File: config.mk
export PLATFORM = sky130hd
export DESIGN_NAME = wb_stage_flat
export DESIGN_NICKNAME = d
export VERILOG_FILES = /design/src/rtl/wb_stage_if.sv /design/src/rtl/wb_stage.sv /design/src/flat_wrapper.sv
export SDC_FILE = /design/constraint.sdc
export NUM_CORES = 1
export LEC_CHECK = 0
export CORE_MARGIN = 10
export CORE_UTILIZATION = 47
export CTS_CLUSTER_SIZE = 40
export DETAILED_ROUTE_END_ITERATION = 12
export GPL_ROUTABILITY_DRIVEN = 1
export HOLD_SLACK_MARGIN = 0.1
export PLACE_DENSITY = 0.77
export SLEW_MARGIN = 10
export SYNTH_ARGS = -nofsm -noshare
export SYNTH_HDL_FRONTEND = slang
export SYNTH_SLANG_ARGS = --single-unit
File: constraint.sdc
create_clock -name clk -period 4.2 [get_ports clk]
set_input_delay 1.26 -clock clk [delete_from_list [all_inputs] [get_ports clk]]
set_output_delay 1.26 -clock clk [all_outputs]
set_load 0.005 [all_outputs]
File: src/rtl/wb_stage_if.sv
// -----------------------------------------------------------------------------
// wb_stage_if: bundle between the MEM stage, the write-back stage and the
// register-file write port.
//
//   in_valid / in_ready      MEM result handshake (stage accepts on both high)
//   in_opcode, in_func3      instruction opcode and load width/sign selector
//   in_rd                    destination register
//   in_alu_result            ALU result, or load effective address
//   in_mem_rdata             raw aligned doubleword from data memory
//   in_pc                    instruction PC
//   out_valid / out_ready    register-file handshake (entry leaves on both high)
//   wdata, wrd, wopcode      write-back value, register and opcode
//   misalign                 misaligned-load flag (only with WB_MISALIGN_CHK_EN)
//
// Modports: slave = the write-back stage, master = the side that feeds it
// and consumes its write port.
// -----------------------------------------------------------------------------
`timescale 1ns/1ps
interface wb_stage_if #(
    parameter int XLEN = 64
);
    logic            in_valid;
    logic            in_ready;
    logic [6:0]      in_opcode;
    logic [2:0]      in_func3;
    logic [4:0]      in_rd;
    logic [XLEN-1:0] in_alu_result;
    logic [XLEN-1:0] in_mem_rdata;
    logic [XLEN-1:0] in_pc;
    logic            out_valid;
    logic            out_ready;
    logic [XLEN-1:0] wdata;
    logic [4:0]      wrd;
    logic [6:0]      wopcode;
`ifdef WB_MISALIGN_CHK_EN
    logic            misalign;
`endif

    modport slave (
`ifdef WB_MISALIGN_CHK_EN
        output misalign,
`endif
        input  in_valid, in_opcode, in_func3, in_rd,
        input  in_alu_result, in_mem_rdata, in_pc, out_ready,
        output in_ready, out_valid, wdata, wrd, wopcode
    );

    modport master (
`ifdef WB_MISALIGN_CHK_EN
        input  misalign,
`endif
        output in_valid, in_opcode, in_func3, in_rd,
        output in_alu_result, in_mem_rdata, in_pc, out_ready,
        input  in_ready, out_valid, wdata, wrd, wopcode
    );
endinterface

File: src/rtl/wb_stage.sv
// -----------------------------------------------------------------------------
// wb_stage: RV64 write-back stage.
//
// Takes retired MEM-stage results, forms the final register write value at
// accept time (load lane extraction + sign/zero extension, PC+4 for jal/jalr,
// ALU result otherwise) and queues it in a small skid FIFO that drains into
// the shared register-file write port, which may back-pressure.
//
// Ports:
//   clk   clock, all state updates on the rising edge
//   rst   asynchronous, active-low reset
//   bus   wb_stage_if.slave (input handshake, write-port handshake, data)
//
// Parameters:
//   XLEN  datapath width (64 only)
//   DEPTH skid FIFO entries (power of two, >= 2)
//
// Optional feature macro WB_MISALIGN_CHK_EN: adds the `misalign` output and
// turns misaligned lh/lhu/lw/lwu/ld into register-0 writes flagged misaligned.
// Without it, misaligned loads extract from the shifted lane with zeros
// entering above bit 63.
// -----------------------------------------------------------------------------
`timescale 1ns/1ps
module wb_stage #(
    parameter int XLEN  = 64,
    parameter int DEPTH = 2
) (
    input  logic   clk,
    input  logic   rst,
    wb_stage_if.slave bus
);
    localparam int PTR_W = $clog2(DEPTH);
    localparam int CNT_W = $clog2(DEPTH + 1);

    localparam logic [6:0] OP_LOAD   = 7'b0000011;
    localparam logic [6:0] OP_STORE  = 7'b0100011;
    localparam logic [6:0] OP_BRANCH = 7'b1100011;
    localparam logic [6:0] OP_JAL    = 7'b1101111;
    localparam logic [6:0] OP_JALR   = 7'b1100111;
    localparam logic [6:0] OP_NOP    = 7'b0010011;

    // Shift the addressed byte down to bit 0, then size and extend per funct3.
    function automatic logic [XLEN-1:0] load_extract(
        input logic [XLEN-1:0] rdata,
        input logic [2:0]      off,
        input logic [2:0]      f3
    );
        logic [XLEN-1:0] lane;
        lane = rdata >> {off, 3'b000};
        case (f3)
            3'b000:  load_extract = {{(XLEN-8){lane[7]}},   lane[7:0]};
            3'b001:  load_extract = {{(XLEN-16){lane[15]}}, lane[15:0]};
            3'b010:  load_extract = {{(XLEN-32){lane[31]}}, lane[31:0]};
            3'b011:  load_extract = lane;
            3'b100:  load_extract = {{(XLEN-8){1'b0}},  lane[7:0]};
            3'b101:  load_extract = {{(XLEN-16){1'b0}}, lane[15:0]};
            3'b110:  load_extract = {{(XLEN-32){1'b0}}, lane[31:0]};
            default: load_extract = '0;
        endcase
    endfunction

`ifdef WB_MISALIGN_CHK_EN
    // Natural alignment check; byte loads and funct3=111 can never misalign.
    function automatic logic load_misaligned(
        input logic [2:0] off,
        input logic [2:0] f3
    );
        case (f3[1:0])
            2'b01:   load_misaligned = off[0];
            2'b10:   load_misaligned = |off[1:0];
            2'b11:   load_misaligned = ~f3[2] & (|off);
            default: load_misaligned = 1'b0;
        endcase
    endfunction
`endif

    logic             vld_p0;
    logic [XLEN-1:0]  wb_data_p0;
    logic [4:0]       wb_rd_p0;
`ifdef WB_MISALIGN_CHK_EN
    logic             mis_p0;
`endif

    logic [XLEN-1:0]  mem_data_p1 [DEPTH];
    logic [4:0]       mem_rd_p1   [DEPTH];
    logic [6:0]       mem_op_p1   [DEPTH];
`ifdef WB_MISALIGN_CHK_EN
    logic             mem_mis_p1  [DEPTH];
    logic             last_mis;
`endif
    logic [PTR_W-1:0] wr_ptr;
    logic [PTR_W-1:0] rd_ptr;
    logic [CNT_W-1:0] count;
    logic             in_ready_int;
    logic             vld_p1;
    logic             emit;
    logic [XLEN-1:0]  last_data;
    logic [4:0]       last_rd;
    logic [6:0]       last_op;

    // ---- stage p0: accept and form the write-back value ----
    assign in_ready_int = (count < CNT_W'(DEPTH));
    assign vld_p0       = bus.in_valid & in_ready_int;

    always_comb begin
        wb_data_p0 = bus.in_alu_result;
        wb_rd_p0   = bus.in_rd;
`ifdef WB_MISALIGN_CHK_EN
        mis_p0     = 1'b0;
`endif
        case (bus.in_opcode)
            OP_LOAD: begin
                wb_data_p0 = load_extract(bus.in_mem_rdata, bus.in_alu_result[2:0], bus.in_func3);
`ifdef WB_MISALIGN_CHK_EN
                mis_p0     = load_misaligned(bus.in_alu_result[2:0], bus.in_func3);
`endif
            end
            OP_JAL, OP_JALR: wb_data_p0 = bus.in_pc + XLEN'(4);
            OP_STORE, OP_BRANCH: begin
                wb_data_p0 = '0;
                wb_rd_p0   = '0;
            end
            default: ;
        endcase
        // x0 is never really written, so make the entry harmless downstream.
        if (bus.in_rd == 5'd0) begin
            wb_data_p0 = '0;
            wb_rd_p0   = '0;
        end
`ifdef WB_MISALIGN_CHK_EN
        if (mis_p0) begin
            wb_data_p0 = '0;
            wb_rd_p0   = '0;
        end
`endif
    end

    // ---- stage p1: skid FIFO storage ----
    always_ff @(posedge clk) begin
        if (vld_p0) begin
            mem_data_p1[wr_ptr] <= wb_data_p0;
            mem_rd_p1[wr_ptr]   <= wb_rd_p0;
            mem_op_p1[wr_ptr]   <= bus.in_opcode;
`ifdef WB_MISALIGN_CHK_EN
            mem_mis_p1[wr_ptr]  <= mis_p0;
`endif
        end
    end

    assign vld_p1 = (count != '0);
    assign emit   = vld_p1 & bus.out_ready;

    // Pointers wrap naturally because DEPTH is a power of two. The last_*
    // registers keep the most recently emitted entry so the write port holds
    // its value while the FIFO is empty.
    always_ff @(posedge clk or negedge rst) begin
        if (!rst) begin
            wr_ptr    <= '0;
            rd_ptr    <= '0;
            count     <= '0;
            last_data <= '0;
            last_rd   <= '0;
            last_op   <= OP_NOP;
`ifdef WB_MISALIGN_CHK_EN
            last_mis  <= 1'b0;
`endif
        end else begin
            if (vld_p0) begin
                wr_ptr <= wr_ptr + PTR_W'(1);
            end
            if (emit) begin
                rd_ptr    <= rd_ptr + PTR_W'(1);
                last_data <= mem_data_p1[rd_ptr];
                last_rd   <= mem_rd_p1[rd_ptr];
                last_op   <= mem_op_p1[rd_ptr];
`ifdef WB_MISALIGN_CHK_EN
                last_mis  <= mem_mis_p1[rd_ptr];
`endif
            end
            case ({vld_p0, emit})
                2'b10:   count <= count + CNT_W'(1);
                2'b01:   count <= count - CNT_W'(1);
                default: ;
            endcase
        end
    end

    // ---- output: FIFO head, or last emitted entry when empty ----
    assign bus.in_ready  = in_ready_int;
    assign bus.out_valid = vld_p1;
    assign bus.wdata     = vld_p1 ? mem_data_p1[rd_ptr] : last_data;
    assign bus.wrd       = vld_p1 ? mem_rd_p1[rd_ptr]   : last_rd;
    assign bus.wopcode   = vld_p1 ? mem_op_p1[rd_ptr]   : last_op;
`ifdef WB_MISALIGN_CHK_EN
    assign bus.misalign  = vld_p1 ? mem_mis_p1[rd_ptr]  : last_mis;
`endif

endmodule
File: src/flat_wrapper.sv
// flat-port wrapper written by rule: the top's interface ports become plain ports
module wb_stage_flat 
#(
    parameter int XLEN  = 64,
    parameter int DEPTH = 2
)
  (clk, rst, bus_in_valid, bus_in_opcode, bus_in_func3, bus_in_rd, bus_in_alu_result, bus_in_mem_rdata, bus_in_pc, bus_out_ready, bus_in_ready, bus_out_valid, bus_wdata, bus_wrd, bus_wopcode);
  wb_stage_if #(.XLEN(XLEN)) bus_i ();
  input  logic clk;
  input  logic rst;
  input wire logic [$bits(bus_i.in_valid)-1:0] bus_in_valid;
  input wire logic [$bits(bus_i.in_opcode)-1:0] bus_in_opcode;
  input wire logic [$bits(bus_i.in_func3)-1:0] bus_in_func3;
  input wire logic [$bits(bus_i.in_rd)-1:0] bus_in_rd;
  input wire logic [$bits(bus_i.in_alu_result)-1:0] bus_in_alu_result;
  input wire logic [$bits(bus_i.in_mem_rdata)-1:0] bus_in_mem_rdata;
  input wire logic [$bits(bus_i.in_pc)-1:0] bus_in_pc;
  input wire logic [$bits(bus_i.out_ready)-1:0] bus_out_ready;
  output wire logic [$bits(bus_i.in_ready)-1:0] bus_in_ready;
  output wire logic [$bits(bus_i.out_valid)-1:0] bus_out_valid;
  output wire logic [$bits(bus_i.wdata)-1:0] bus_wdata;
  output wire logic [$bits(bus_i.wrd)-1:0] bus_wrd;
  output wire logic [$bits(bus_i.wopcode)-1:0] bus_wopcode;
  assign bus_i.in_valid = bus_in_valid;
  assign bus_i.in_opcode = bus_in_opcode;
  assign bus_i.in_func3 = bus_in_func3;
  assign bus_i.in_rd = bus_in_rd;
  assign bus_i.in_alu_result = bus_in_alu_result;
  assign bus_i.in_mem_rdata = bus_in_mem_rdata;
  assign bus_i.in_pc = bus_in_pc;
  assign bus_i.out_ready = bus_out_ready;
  assign bus_in_ready = bus_i.in_ready;
  assign bus_out_valid = bus_i.out_valid;
  assign bus_wdata = bus_i.wdata;
  assign bus_wrd = bus_i.wrd;
  assign bus_wopcode = bus_i.wopcode;
  wb_stage #(.XLEN(XLEN), .DEPTH(DEPTH)) u_core (.clk(clk), .rst(rst), .bus(bus_i));
endmodule
; ---- Word-level counts from Yosys, hierarchy flattened
; Memories as Yosys holds them, arrays and structs flattened.
; Cells that the tools add are included.
[totals]
ff_bits = 80
output_inout_bits = 78
inputBits = 211
word_cells = 48
ram_bits = 152
mem_count = 3
[op_classes]
add_sub_neg = 5
muxes = 11
reduce_logical = 6
bitwise_logic = 2
n_eq_ne = 13
magnitude_cmp = 1
shifts = 1
[mem_list]
columns = memory, words, word_bits, read_ports, rd_ports_with_merged_regs, write_ports, line_no
row1 = u_core.mem_data_p1, 2, 64, 1, 0, 1, wb_stage.sv:84  ; logic [XLEN-1:0] mem_data_p1 [DEPTH];
row2 = u_core.mem_op_p1, 2, 7, 1, 0, 1, wb_stage.sv:86  ; logic [6:0] mem_op_p1 [DEPTH];
row3 = u_core.mem_rd_p1, 2, 5, 1, 0, 1, wb_stage.sv:85  ; logic [4:0] mem_rd_p1 [DEPTH];
[op_table]
columns = op, count
row1 = $pmux W64 S7, 1
row2 = $pmux W64 S3, 1
row3 = $mux W64, 2
row4 = $add A64 B3 Y64 const B, 1
row5 = $shr A64 B6 Y64, 1
row6 = $eq A7 B7 Y1 const B, 3
row7 = $mux W5, 3
row8 = $eq A3 B3 Y1 const B, 3
row9 = $eq A7 B2 Y1 const B, 1
row10 = $eq A7 B6 Y1 const B, 1
row11 = $mux W7, 1
row12 = $eq A3 B2 Y1 const B, 2
row13 = $logic_not A5 Y1, 1
row14 = $pmux W2 S2, 1
row15 = $reduce_bool A2 Y1, 2
row16 = $reduce_or A2 Y1, 2
row17 = $eq A3 B1 Y1 const B, 1
row18 = $logic_not A3 Y1, 1
row19 = $add A1 B1 Y1 const B, 2
row20 = $add A2 B1 Y2 const B, 1
row21 = $and A1 B1 Y1, 2
row22 = $eq A2 B1 Y1 const B, 1
row23 = $eq A2 B2 Y1 const B, 1
row24 = $lt A2 B2 Y1 const B, 1
row25 = other kinds (2), 3

; ---- Depth between registers and ports, before layout
[depth]
depth_word = 4
depth_mapped = 10
depth_no_buf = 7

; ---- Worst setup path after synthesis
; OpenSTA, ideal clock, no wires.
[synth_path]
kind = input-to-reg
start = in bus_in_valid
end = mem u_core.mem_data_p1[0][0], enable pin
path_buffers = 0
cell_stages = 2
required_time_ns = 3.689
path_slack_ns = -0.843
setup_time_ns = 0.511
arrival_time_ns = 4.532
cell_sequence = nand2_1 nor2_1
[synth_via]
elab_chain_len = 3
[synth_lines]
columns = item, line_no
row1 = from (decl), flat_wrapper.sv:11  ; input wire logic [$bits(bus_i.in_valid)-1:0] bus_in_valid;
row2 = $and A1 B1 Y1, wb_stage.sv:103  ; assign vld_p0 = bus.in_valid & in_ready_int;
row3 = $mux W1, wb_stage.sv:140  ; if (vld_p0) begin
row4 = $mux W1 (not written as such), wb_stage.sv:141  ; mem_data_p1[wr_ptr] <= wb_data_p0;
row5 = to (decl), wb_stage.sv:84
; No other way between the ends.

; ---- Worst setup path in the final report
[layout_path]
start = reg u_core.rd_ptr
end = out bus_wdata[29]
[layout_via]
elab_chain_len = 2
[layout_lines]
columns = item, line_no
row1 = from (decl), wb_stage.sv:92  ; logic [PTR_W-1:0] rd_ptr;
row2 = from (signal assigned), wb_stage.sv:172  ; rd_ptr <= rd_ptr + PTR_W'(1);
row3 = $mem_v2 Z2 W64, --
row4 = $mux W64, wb_stage.sv:191  ; assign bus.wdata = vld_p1 ? mem_data_p1[rd_ptr] : last_data;
row5 = to (decl), flat_wrapper.sv:21  ; output wire logic [$bits(bus_i.wdata)-1:0] bus_wdata;
; No other way between the ends.

==> results by group <==
Timing
  – Max-slew headroom: a little over a third
  – RSZ-0062 raised after global routing: no
  – Crit path time final: between 3 and 4 ns
  – Worst Tran Pin Value: 0.9569 ns
  – Fin Hold WS: 0.4788 ns
  – Clk_skew: 0.007756 ns
  – Setup TNS: 0 ns
  – Max Slew Vio Count: 0
  – Finish-stage setup viols: 0
  – Period utilization: 94.52%
  – Final Hold Viols: 0
  – Worst Setup Slack, final: 0.2301 ns
  – Max Clock Freq: 251.9 MHz

Worst setup path
  – Worst path slowest cell: dfrtp_4
  – Delay of the slowest critical-path stage: 0.72 ns
  – Setup crit end kind: output pin
  – R2R setup slack: 2.07 ns
  – WP data required: 2.94 ns
  – CP Class: register to output pin
  – Worst reg-to-reg path cell count: 4
  – Crit path cell chain: buf_4 -> mux2i_1 -> a21oi_1 -> clkdlybuf4s50_1
  – R2R Path End: u_core.last_rd[4]
  – Crit path max fanout: 23
  – CP arrival: around 2.7 ns
  – Worst r2r src: u_core.count[0]
  – Startpoint types: register

GRT
  – Global route overflow: 0
  – Overall Global Routing Usage: 28.86%
  – Pin count of the biggest net entering global routing: 77
  – Vias in the first global route: 12940
  – First-pass GRT wire length: 80590 µm
  – Initial antenna violation count: 8

Clocking
  – Post_cts resized: 0
  – Root buffer cell: clkbuf_16
  – CTS Buf Count: 25
  – Hold_buf cts: 0
  – CTS tree: built
  – Post-CTS Setup Bufs: 0
  – Worst-path clk slew: 0.06 ns
  – Worst-skew pair later-pin latency: 0.51 ns
  – Max H-tree Level: 1
  – Clock buffer depth: 3
  – TritonCTS Sinks: 232

Pwr
  – Clock share of power: 21.7%
  – PwrDens: 529.5 nW/µm²
  – Sequential share of power: approximately 36%
  – Pint: 6383 µW
  – Net Sw Power: about 3300 µW
  – Leak Pwr: approximately 0.0070 µW
  – Max IR drop VDD: 0.2987 mV
  – Comb power frac: 42.4%
  – Switching share of power: 34.30%

Logic synthesis
  – Main synth FF type: edfxtp_1
  – Post-synthesis cell count: 1440
  – Post-synth EDFFs: approximately 150
  – Warnings, synthesis: 0
  – Top post-synthesis cells by area: edfxtp_1, dfrtp_1, mux2i_1
  – Synth top area share: 33.03%
  – Seq cells post-synth: 232
  – Sequential share of the synthesized area: between 40% and 50%
  – Post-synthesis net count: 1653
  – Mapped Area: 13820 µm²
  – Synthesized area per cell: roughly 9.6 µm²
  – Ys async rst share: 34.48%
  – Synth area leader: edfxtp_1
  – Netlist cell types: 65

Placement
  – Dpl cells: between 2000 and 2500
  – Routability congestion estimate: 1.003
  – Worst slack at placement: 0.06252 ns
  – Dpl hpwl: 42890 µm
  – Number of port buffers: 288

Floorplan
  – DIE AREA: 36660 µm²
  – Core area: approximately 29000 µm²
  – Chip height: approximately 190 µm
  – IO Count: 289
  – Initial Util: 47.88%
  – Overall die width: 191.5 µm
  – Row cnt: slightly above 60

Min path
  – Hold Crit Depth: 2
  – Startpoint of the worst hold path: u_core.last_data[48]
  – Hold EP: u_core.last_data[48]
  – Hold crit path type: register to register

Detailed routing
  – Avg WL per Cell: 25.63 µm
  – Starting DRT DRC Count: between 1500 and 2000
  – Post-DRT Antenna Nets: 0
  – # DRC: 0
  – First drt pass iteration count: 6
  – Via count: 13040
  – Routed wire length: 54860 µm
  – Via density: 6.091

Finish
  – Final core utilization: 63.58%
  – Layout Cells excl Fill: 2141
  – Nets: 1949
  – Syn-to-layout area delta: 32.79%
  – Share of layout cells above drive strength 1: 9.977%

Outcome
  – Status: finished clean

Flow run
  – Max cap viols: 0
[Yosys cell counts, drive strengths merged, types with 8 or more instances]
cell type	instances
nand2	149
dfrtp	77
or2	8
nor2	149
or3	9
nor4	21
a211oi	16
and4	8
o221ai	9
and2	24
o22ai	13
o31a	8
o21ai	161
xor2	20
a21oi	135
edfxtp	152
mux4	14
o211ai	8
clkbuf	82
xnor2	28
and3	27
nor3	17
a31oi	21
nand4	25
nand3	26
nor2b	9
buf	21
inv	10
mux2	9
mux2i	122
[worst max-delay path: cells and delay by family (launching register included)]
kind | cells | cell delay (ns)
buffers and inverters | 2 | 1.00
muxes | 1 | 0.18
AOI/OAI and AO/OA | 1 | 0.26
DFF | 1 | 0.72
[cell type report]
| class | count | area [µm²] |
|---|---|---|
| Antenna cell | 3 | 7.507 |
| Clock buffer | 29 | 650.6 |
| Clock inverter | 16 | 138.9 |
| Fill cell | 2391 | 10510 |
| Inverter | 11 | 41.29 |
| Multi-Input combinational cell | 1094 | 6848 |
| Sequential cell | 232 | 6574 |
| Tap cell | 384 | 480.5 |
| Timing Repair Buffer | 372 | 3608 |
[worst max-delay path by stage]
stage,endpoint,cells past startpoint,from
2_1_floorplan,u_core.mem_data_p1[0][0],2,bus_in_valid
3_3_place_gp,u_core.mem_data_p1[0][55],7,bus_in_pc[37]
3_5_place_dp,u_core.mem_data_p1[0][55],7,bus_in_pc[37]
4_1_cts,bus_wdata[29],4,u_core.rd_ptr
5_1_grt,bus_wdata[50],5,u_core.count[0]
6_report,bus_wdata[29],4,u_core.rd_ptr
[metrics by stage]
step / area [µm²] / power (µW)
5_1_grt: 18340 / 10230
4_1_cts: 18340 / 9768
6_report: 18350 / 9716
3_5_place_dp: 17550 / 7644
3_3_place_gp: 17550 / 7513
2_1_floorplan: 13820 / 5370
[layout by cell type (no fill, tap or decap), types with 10 or more instances in the layout]
cell type / instances
o22ai_1: 12
nor2_1: 147
xor2_1: 20
nand3_1: 25
dfrtp_1: 76
xnor2_1: 28
mux4_2: 14
a21oi_1: 135
and2_1: 20
o21ai_0: 159
a211oi_1: 16
nor3_1: 16
clkbuf_16: 25
nand2_1: 148
and3_1: 26
a31oi_1: 21
buf_4: 76
inv_1: 10
nand4_1: 25
edfxtp_1: 152
nor4_1: 19
mux2i_1: 122
clkdlybuf4s50_1: 284
[metal layers]
| layer | wire length [µm] | track usage (%) | share of wire, % | up-vias |
|---|---|---|---|---|
| met4 | 1450 | 7.632 | 2.6 | 10 |
| met2 | 25990 | 47.64 | 47 | 705 |
| li1 | - | - | - | 5949 |
| met3 | 5190 | 6.378 | 9.5 | 98 |
| met1 | 22160 | 37.57 | 40 | 6279 |
| met5 | 69 | 0 | 0.13 | - |
[power groups by stage]
stage / sequential (µW) / combinational (µW) / clock (µW)
final: 3490 / 4110 / 2110
after global routing: 3550 / 4450 / 2240
after CTS: 3490 / 4140 / 2140
after detailed placement: 3530 / 4110 / 0
after global placement: 3480 / 4040 / 0
after floorplan: 3400 / 1970 / 0
[sequential cells by signal (all words and copies together) (netlist names)]
name and flops:
u_core.count 2, u_core.last_data 64, u_core.last_op 7, u_core.last_rd 5
u_core.mem_data_p1 128, u_core.mem_op_p1 14, u_core.mem_rd_p1 10, u_core.rd_ptr 1
u_core.wr_ptr 1
[kinds of logic after synthesis]
| family | synth area share, % |
|---|---|
| AO/OA/AOI/OAI | 17.52 |
| multiplexers | 11.85 |
| buffers and inverters | 3.223 |
| flip-flops | 47.55 |
| AND/OR/NAND/NOR | 16.63 |
| adder cells (fa/ha/maj) | 0.1811 |
| XOR/XNOR | 3.042 |
Note: power is estimated with default switching activity, not from simulation.
